`src/rtl/psmac_pkg.sv`:
```
// Shared types, fixed OAFU 8x8 configuration and operand replication helpers
// for the psmac operand sequencer.
package psmac_pkg;

  typedef enum logic [1:0] {
    S_IDLE,
    S_RUN,
    S_DRAIN,
    S_DONE
  } state_e;

  // OAFU shift/mode codes selecting signed 8x8 operation
  localparam logic [3:0] SX1   = 4'h0;
  localparam logic [3:0] SX2   = 4'hA;
  localparam logic [3:0] SX3   = 4'h0;
  localparam logic [3:0] SX4   = 4'hA;
  localparam logic [3:0] SY1   = 4'h0;
  localparam logic [3:0] SY2   = 4'h0;
  localparam logic [3:0] SY3   = 4'hC;
  localparam logic [3:0] SY4   = 4'hC;
  localparam logic       MODE1 = 1'b1;
  localparam logic       MODE2 = 1'b1;

  function automatic logic [31:0] pack_a(input logic [7:0] a);
    return {a[7:4], a[7:4], a[3:0], a[3:0], a[7:4], a[7:4], a[3:0], a[3:0]};
  endfunction

  function automatic logic [31:0] pack_b(input logic [7:0] b);
    return {b[7:6], b[7:6], b[5:4], b[5:4], b[7:6], b[7:6], b[5:4], b[5:4],
            b[3:2], b[3:2], b[1:0], b[1:0], b[3:2], b[3:2], b[1:0], b[1:0]};
  endfunction

endpackage

```
`src/rtl/psmac_vld_pipe.sv`:
```
// Valid-bit shift register that tracks products in flight through the OAFU;
// the last stage marks the cycle its product is ready to accumulate.
module psmac_vld_pipe #(
  parameter int LAT = 2
) (
  input  logic clk,
  input  logic rst,
  input  logic clear_i,
  input  logic push_i,
  output logic last_o
);

  logic [LAT-1:0] vld_q;
  logic [LAT-1:0] vld_d;

  generate
    if (LAT == 1) begin : g_single
      always_comb vld_d = push_i;
    end else begin : g_multi
      always_comb vld_d = {vld_q[LAT-2:0], push_i};
    end
  endgenerate

  always_ff @(posedge clk) begin
    if (rst || clear_i) begin
      vld_q <= '0;
    end else begin
      vld_q <= vld_d;
    end
  end

  assign last_o = vld_q[LAT-1];

endmodule

```
`src/rtl/psmac_seq.sv`:
```
// Operand sequencer and dot-product accumulator in front of one OAFU running
// in signed 8x8 mode: issues operand pairs, retires products, returns the sum.
module psmac_seq
  import psmac_pkg::*;
#(
  parameter int MAC_LAT = 2,
  parameter int LEN_W   = 9,
  parameter int ACC_W   = 24
) (
  input  logic             clk,
  input  logic             rst,
  input  logic             start,
  input  logic [LEN_W-1:0] len,
  input  logic             in_valid,
  output logic             in_ready,
  input  logic [7:0]       in_a,
  input  logic [7:0]       in_b,
  output logic             out_valid,
  input  logic             out_ready,
  output logic [ACC_W-1:0] out_acc,
  output logic             busy,
  output logic [31:0]      oafu_a,
  output logic [31:0]      oafu_b,
  output logic [3:0]       oafu_sx1,
  output logic [3:0]       oafu_sx2,
  output logic [3:0]       oafu_sx3,
  output logic [3:0]       oafu_sx4,
  output logic [3:0]       oafu_sy1,
  output logic [3:0]       oafu_sy2,
  output logic [3:0]       oafu_sy3,
  output logic [3:0]       oafu_sy4,
  output logic             oafu_mode1,
  output logic             oafu_mode2,
  input  logic [15:0]      oafu_y
);

  state_e           state_q, state_d;
  logic [LEN_W-1:0] len_q, len_d;
  logic [LEN_W-1:0] issued_q, issued_d;
  logic [LEN_W-1:0] retired_q, retired_d;
  logic [ACC_W-1:0] acc_q, acc_d;
  logic [31:0]      oafu_a_q, oafu_a_d;
  logic [31:0]      oafu_b_q, oafu_b_d;

  logic start_acc;
  logic issue;
  logic retire;

  assign start_acc = (state_q == S_IDLE) && start;
  assign in_ready  = (state_q == S_RUN) && (issued_q != len_q);
  assign issue     = in_valid && in_ready;

  psmac_vld_pipe #(
    .LAT (MAC_LAT)
  ) u_vld_pipe (
    .clk     (clk),
    .rst     (rst),
    .clear_i (start_acc),
    .push_i  (issue),
    .last_o  (retire)
  );

  // A new job clears the accumulator and counters; the size cast sign-extends y
  always_comb begin
    len_d     = start_acc ? len : len_q;
    issued_d  = start_acc ? '0 : issued_q + LEN_W'(issue);
    retired_d = start_acc ? '0 : retired_q + LEN_W'(retire);
    acc_d     = acc_q;
    if (start_acc) begin
      acc_d = '0;
    end else if (retire) begin
      acc_d = acc_q + ACC_W'($signed(oafu_y));
    end
    oafu_a_d = issue ? pack_a(in_a) : oafu_a_q;
    oafu_b_d = issue ? pack_b(in_b) : oafu_b_q;
  end

  always_comb begin
    state_d = state_q;
    unique case (state_q)
      S_IDLE:  if (start) state_d = (len == '0) ? S_DONE : S_RUN;
      S_RUN:   if (issued_d == len_q) state_d = S_DRAIN;
      S_DRAIN: if (retired_d == len_q) state_d = S_DONE;
      S_DONE:  if (out_ready) state_d = S_IDLE;
      default: state_d = S_IDLE;
    endcase
  end

  always_ff @(posedge clk) begin
    if (rst) begin
      state_q   <= S_IDLE;
      len_q     <= '0;
      issued_q  <= '0;
      retired_q <= '0;
      acc_q     <= '0;
      oafu_a_q  <= '0;
      oafu_b_q  <= '0;
    end else begin
      state_q   <= state_d;
      len_q     <= len_d;
      issued_q  <= issued_d;
      retired_q <= retired_d;
      acc_q     <= acc_d;
      oafu_a_q  <= oafu_a_d;
      oafu_b_q  <= oafu_b_d;
    end
  end

  assign out_valid  = (state_q == S_DONE);
  assign busy       = (state_q != S_IDLE);
  assign out_acc    = acc_q;
  assign oafu_a     = oafu_a_q;
  assign oafu_b     = oafu_b_q;
  assign oafu_sx1   = SX1;
  assign oafu_sx2   = SX2;
  assign oafu_sx3   = SX3;
  assign oafu_sx4   = SX4;
  assign oafu_sy1   = SY1;
  assign oafu_sy2   = SY2;
  assign oafu_sy3   = SY3;
  assign oafu_sy4   = SY4;
  assign oafu_mode1 = MODE1;
  assign oafu_mode2 = MODE2;

endmodule
```
`config.mk`:
```
export PLATFORM = sky130hd
export DESIGN_NAME = psmac_seq
export DESIGN_NICKNAME = d
export VERILOG_FILES = /design/src/rtl/psmac_pkg.sv /design/src/rtl/psmac_vld_pipe.sv /design/src/rtl/psmac_seq.sv
export SDC_FILE = /design/constraint.sdc
export NUM_CORES = 1
export LEC_CHECK = 0
export BUFFER_PORTS_ARGS = -buffer_cell sky130_fd_sc_hd__buf_2
export CAP_MARGIN = 20
export CORE_UTILIZATION = 38
export CTS_CLUSTER_DIAMETER = 60
export DETAILED_ROUTE_END_ITERATION = 16
export GPL_TIMING_DRIVEN = 0
export HOLD_SLACK_MARGIN = 0.12
export PLACE_DENSITY = 0.59
export SKIP_LAST_GASP = 1
export SYNTH_ARGS = -nofsm -noshare
export SYNTH_HDL_FRONTEND = slang
export SYNTH_SLANG_ARGS = --single-unit
```
`constraint.sdc`:
```
create_clock -name clk -period 5.45 [get_ports clk]
set_clock_uncertainty 0.05 [all_clocks]
set_input_delay 0.545 -clock clk [delete_from_list [all_inputs] [get_ports clk]]
set_output_delay 0.545 -clock clk [all_outputs]
set_load 0.02 [all_outputs]
```
Yosys cells after proc, flatten, opt, wreduce, memory -nomap -nowiden --
Cells that the tools add are included. Widths: inputs -> output; s select.
Storage, ports and cells: flip-flop bits (word level) 119, input port bits 46, output and inout bits 125, word-level logic and storage cells 38
Cells by class: $add $sub $neg 3, equality and inequality tests 10, muxes and demuxes 8, reduce and logical (&&, ||, !) cells 9
Operators by type and width (number):
- $add 24x24->24 | 1
- $add 9x1->9 | 2
- $eq 9x9->1 | 2
- $mux 9 | 2
- $mux 2 | 5
- $logic_not 9->1 | 1
- $ne 9x9->1 | 1
- $pmux 2 s4 | 1
- $eq 2x2->1 const B | 2
- $ne 2x1->1 const B | 2
- $ne 2x2->1 const B | 2
- $reduce_and 4->1 | 1
- $logic_and 1x1->1 | 3
- $eq 2x1->1 const B | 1
- $logic_not 2->1 | 1
- $reduce_bool 2->1 | 1
- $reduce_or 2->1 | 1
- $logic_or 1x1->1 | 1

Depth between registers and ports, before layout --
depth after elaboration 8, mapped depth 18, gate-level depth less buffers 16

By module --
A second synthesis with hierarchy kept.
Second synthesis, totals: cells, all modules 644, area, all modules 5123.7 um^2
By module, submodules not included:
- psmac_seq | instances 1, cells each 640, area each 5068.6 um^2, seq. area each 1381.3 um^2
- psmac_vld_pipe | instances 1, cells each 4, area each 55.1 um^2, seq. area each 40.0 um^2

Worst setup path after synthesis --
Ideal clock, no wire load.
path type reg-to-reg, from register len_q[1], to register state_q[1], setup time 0.123 ns, arrival 3.875 ns, required time 5.277 ns, slack 1.401 ns, stages on the path, launching flop included 19, buffers on the path 2, period minus slack after synthesis 4.049 ns, path through dfxtp_1 > clkbuf_1 > xor2_1 > nor4_1 > nand4_1 > o31a_1 > nand2_1 > clkinv_1 > buf_1 > ha_1 > ha_1 > nand2_1 > or4_1 > a311oi_1 > o211ai_1 > and4_1 > a211o_1 > nor2_1 > mux2_1
On the way: longest elaborated chain between the ends 8, elaborated cells between the ends (all ways) 10, those cells by class add/sub (1); eq/ne (5); mux (1); reduce/logical (3)
Ends and longest elaborated chain:
- start: declaration | line psmac_seq.sv:38 | logic [LEN_W-1:0] len_q, len_d;
- start signal: assignment | line psmac_seq.sv:100 | len_q <= len_d;
- $ne 9x9->1 | line psmac_seq.sv:50 | assign in_ready = (state_q == S_RUN) && (issued_q != len_q);
- $logic_and 1x1->1 | line psmac_seq.sv:50
- net in_ready | line psmac_seq.sv:15 | output logic in_ready,
- $logic_and 1x1->1 | line psmac_seq.sv:51 | assign issue = in_valid && in_ready;
- net issue | line psmac_seq.sv:46 | logic issue;
- $add 9x1->9 | line psmac_seq.sv:66 | issued_d = start_acc ? '0 : issued_q + LEN_W'(issue);
- $mux 9 | line psmac_seq.sv:66
- $eq 9x9->1 | line psmac_seq.sv:82 | S_RUN: if (issued_d == len_q) state_d = S_DRAIN;
- $ne 2x1->1 (no line)
- $reduce_and 4->1 (no line)
- end signal: assignment | line psmac_seq.sv:99 | state_q <= state_d;
- end: declaration | line psmac_seq.sv:37 | state_e state_q, state_d;
The timed path passes the listed nets, and every way through them passes these cells. A chain may end at the register's enable or synchronous reset.

Worst setup path after layout --
from register len_q[5], to register state_q[1]
On the way: longest elaborated chain between the ends 8, elaborated cells between the ends (all ways) 10, those cells by class add/sub (1); eq/ne (5); mux (1); reduce/logical (3)
Ends and longest elaborated chain (line):
- $ne 9x9->1 | psmac_seq.sv:50
- $logic_and 1x1->1 | psmac_seq.sv:50
- $logic_and 1x1->1 | psmac_seq.sv:51
- net issue | psmac_seq.sv:46
- $add 9x1->9 | psmac_seq.sv:66
- $mux 9 | psmac_seq.sv:66
- $eq 9x9->1 | psmac_seq.sv:82
- $ne 2x1->1 (no line)
- $reduce_and 4->1 (no line)
The timed path passes the listed nets, and every way through them passes these cells.

==> summary.txt <==
DIE HEIGHT: 118 um
Post-synth EDFFs: 0
Critical-path top delay cell: buf_1
DRT iter0 DRCs: 219
Fin crit period: 4.72 ns
Placed instance area: 6110 sq um
Post-route DRC: 0
Area of the mapped netlist: 5090 sq um
Die ar.: 13900 sq um
Clk root buf: clkbuf_16
Post-CTS Hold Fix Bufs: 0
Post-Synth Adder-Cell Area: 8.25%
Setup_tns: 0 ns
GRT Overall Usage: 18.4%
Synth Area in Simple Gates: 20.7%
I/O Buffers: 136
Dominant cell type by area after synthesis: dfxtp_1
Area delta synth->final: 26.9%
Reg2reg setup slack: 0.73 ns
Drt wl/cell: 12.9 um
Post-Synth XOR/XNOR Area: 8.77%
Drt total wl: 12900 um
Multiplexer share of the synthesized area: 2.97%
H-tree Lvls: 3
Avg Synthesized Cell Area: 7.96 sq um
Worst R2R Start: len_q[5]
Register area share after synthesis: 27.9%
Max Slew Vio Count: 0
Vias: 4793
Worst R2R Path Depth: 18
CP required: 5.62 ns
CP peak stage delay: 0.46 ns
Main combinational cell family by area after synthesis: simple AND/OR/NAND/NOR gates
Clock sinks: 71
RSZ-0062 raised after global routing: false
Hold/Removal Path Class: in -> reg
Worst EP arrival: 4.89 ns
Worst setup SP type: register
Crit path kind: reg -> reg
Crit path max-delay family: simple AND/OR/NAND/NOR gates
Initial antenna violation count: 0
First-pass GRT wire length: 21200 um
Core Area: 12800 sq um
Synth top area share: 27.9%
Detailed Place HPWL: 10000 um
Final GP Congestion: 0.867
Cell variety after synth: 61
Fmax: 0.212 GHz
Leakage: 3.19 nW
Synth Flop Type: dfxtp_1
Final instance area: 6470 sq um
Cts repair resizes: 0
Total grt overflow: 0
Clock latency on the worst-skew pair: 0.33 ns
Number of detailed-route iterations in the first pass: 6
Number of vias per cell: 4.81
Initial core utilization: 39.7%
Finish-stage setup viols: 0
Max-cap viol count: 0
Area of the multi-input gates: 3010 sq um
P per Cell Area: 293 nW/um^2
Post-synthesis register bit count: 71
Post-route clock period utilization: 86.5%
Max clock buf depth: 2
Width of the die: 118 um
Clk pin slew, worst setup/hold paths: 0.06 ns
Mapped Cells: 640
Status: complete, no violations
Largest net degree at the start of global routing: 13
R2R Path End: state_q[1]
Worst slew margin: 46.9%
Num CTS Buffers: 9
Hold path endpoint: oafu_a[27]
CP Buf/Inv Count: 3
Final count of hold timing violations: 0
Crit path cell chain: clkbuf_1 > xor2_1 > nor4_1 > nand4_1 > o31a_1 > nand2_1 > clkinv_1 > buf_1 > ha_1 > ha_1 > nand2_1 > or4_1 > a311oi_1 > o211ai_1 > and4_1 > a211o_1 > nor2_1 > mux2_1
IO Pins: 171
Vias in the first global route: 4451
FP Rows: 41
Routed Antenna Nets: 0
Max IR drop VDD: 0.000132 V
Worst-Margin Slew: 0.792 ns
Post-synth ARST share: 0%
Critical Path Fanout Max: 10
Nets@finish: 898
Antenna diode count: 0
Hold path startpoint: in_a[7]
Compound-Gate Fraction of Synth Area: 15.8%
Top cells by area, synth: dfxtp_1 28%, buf_4 12%, ha_1 7.9%
Register area: 1420 sq um
Endpoint class of the critical path: register
Setup bufs post-CTS: 0
Share of cells above drive strength 1: 29.5%
Hold depth: 3
YS warnings: 0
Layout fillers: 1289
CTS tree: yes
==> synth_stat cells, drive strengths merged, types with 15 or more instances <==
library cell / number
a21oi: 52
xor2: 23
ha: 32
nor2: 49
dfxtp: 71
o21ai: 26
buf: 89
nand2: 80
nand3: 16
xnor2: 20
inv: 15
clkbuf: 21
==> per-layer routing <==
| metal | global-route usage [%] | wire length [um] | up-vias |
|---|---|---|---|
| li1 | - | - | 2467 |
| met1 | 23.0 | 5870 | 2181 |
| met2 | 32.0 | 6250 | 138 |
| met3 | 4.65 | 676 | 7 |
| met4 | 3.61 | 81 | 0 |
| met5 | 0 | 0 | - |
==> how the worst max path moves through the flow <==
stage                     depth (start not counted)  startpoint  slack [ns]         end
after global routing                             18    len_q[1]        0.38  state_q[1]
after detailed placement                         18    len_q[5]        0.76  state_q[1]
after global placement                           18    len_q[5]        0.75  state_q[1]
final                                            18    len_q[5]        0.73  state_q[1]
after CTS                                        18    len_q[5]        0.72  state_q[1]
after floorplan                                  18    len_q[1]        1.40  state_q[1]
==> placed cells by master, fill, tap and decap left out, types with 5 or more instances in the layout <==
cell type | synthesis | layout
nor3b_1 | 6 | 6
dfxtp_1 | 71 | 71
buf_4 | 82 | 82
o21a_1 | 7 | 7
clkbuf_1 | 20 | 20
nand2_1 | 80 | 80
nor3_1 | 11 | 11
o21ai_0 | 26 | 26
xnor2_1 | 20 | 20
nand3b_1 | 7 | 7
a21oi_1 | 52 | 52
inv_1 | 15 | 15
buf_2 | 2 | 138
mux2i_1 | 14 | 14
conb_1 | 2 | 34
ha_1 | 32 | 32
clkbuf_16 | 0 | 9
buf_1 | 5 | 5
o31ai_1 | 5 | 5
or3_1 | 7 | 7
nand3_1 | 16 | 16
xor2_1 | 23 | 23
nor2_1 | 49 | 49
a211oi_1 | 5 | 5
and3_1 | 7 | 7
==> where the power goes <==
group          switching, mW  internal (mW)
combinational          0.357          0.246
sequential            0.0336          0.553
clock                  0.231          0.472
total                  0.622           1.27
==> flip-flops by register name, indices dropped and copies added, names as in the netlist <==
| name | cells |
|---|---|
| len_q | 9 |
| oafu_b | 8 |
| out_acc | 24 |
| retired_q | 9 |
| issued_q | 9 |
| state_q | 2 |
| u_vld_pipe.vld_q | 2 |
| oafu_a | 8 |
==> metrics by stage <==
| step | hold slack (ns) | setup slack, ns | utilization, % | power, mW | std cells |
|---|---|---|---|---|---|
| after floorplan | 0.387 | 1.40 | - | 1.04 | 672 |
| after global placement | 0.396 | 0.754 | 47.6 | 1.20 | 980 |
| after detailed placement | 0.400 | 0.759 | 47.6 | 1.20 | 980 |
| after CTS | 0.385 | 0.719 | 50.4 | 1.91 | 996 |
| after global routing | 0.393 | 0.379 | 50.4 | 1.99 | 996 |
| final | 0.396 | 0.733 | 50.4 | 1.89 | 996 |
==> cell type report <==
type,instances,share of cell area (%)
timing repair buffer,136,10.5
multi-input combinational,475,46.5
sequential,71,22.0
tap,172,3.33
clock inverter,5,1.61
inverter,16,0.929
clock buffer,11,3.91
buffer,110,11.2
==> kinds of logic after synthesis <==
logic type,after synthesis
AO/OA/AOI/OAI,130
XOR/XNOR,46
adder cells (fa/ha/maj),33
buffers and inverters,126
flip-flops,71
multiplexers,15
other,2
AND/OR/NAND/NOR,217
==> worst min-delay path: cells and delay by family <==
kind / cells / cell delay (ns)
buffers and inverters: 1 / 0.09
AO/OA/AOI/OAI: 1 / 0.05
AND/OR/NAND/NOR: 1 / 0.04
No activity file was read; power rests on OpenSTA's default activity.
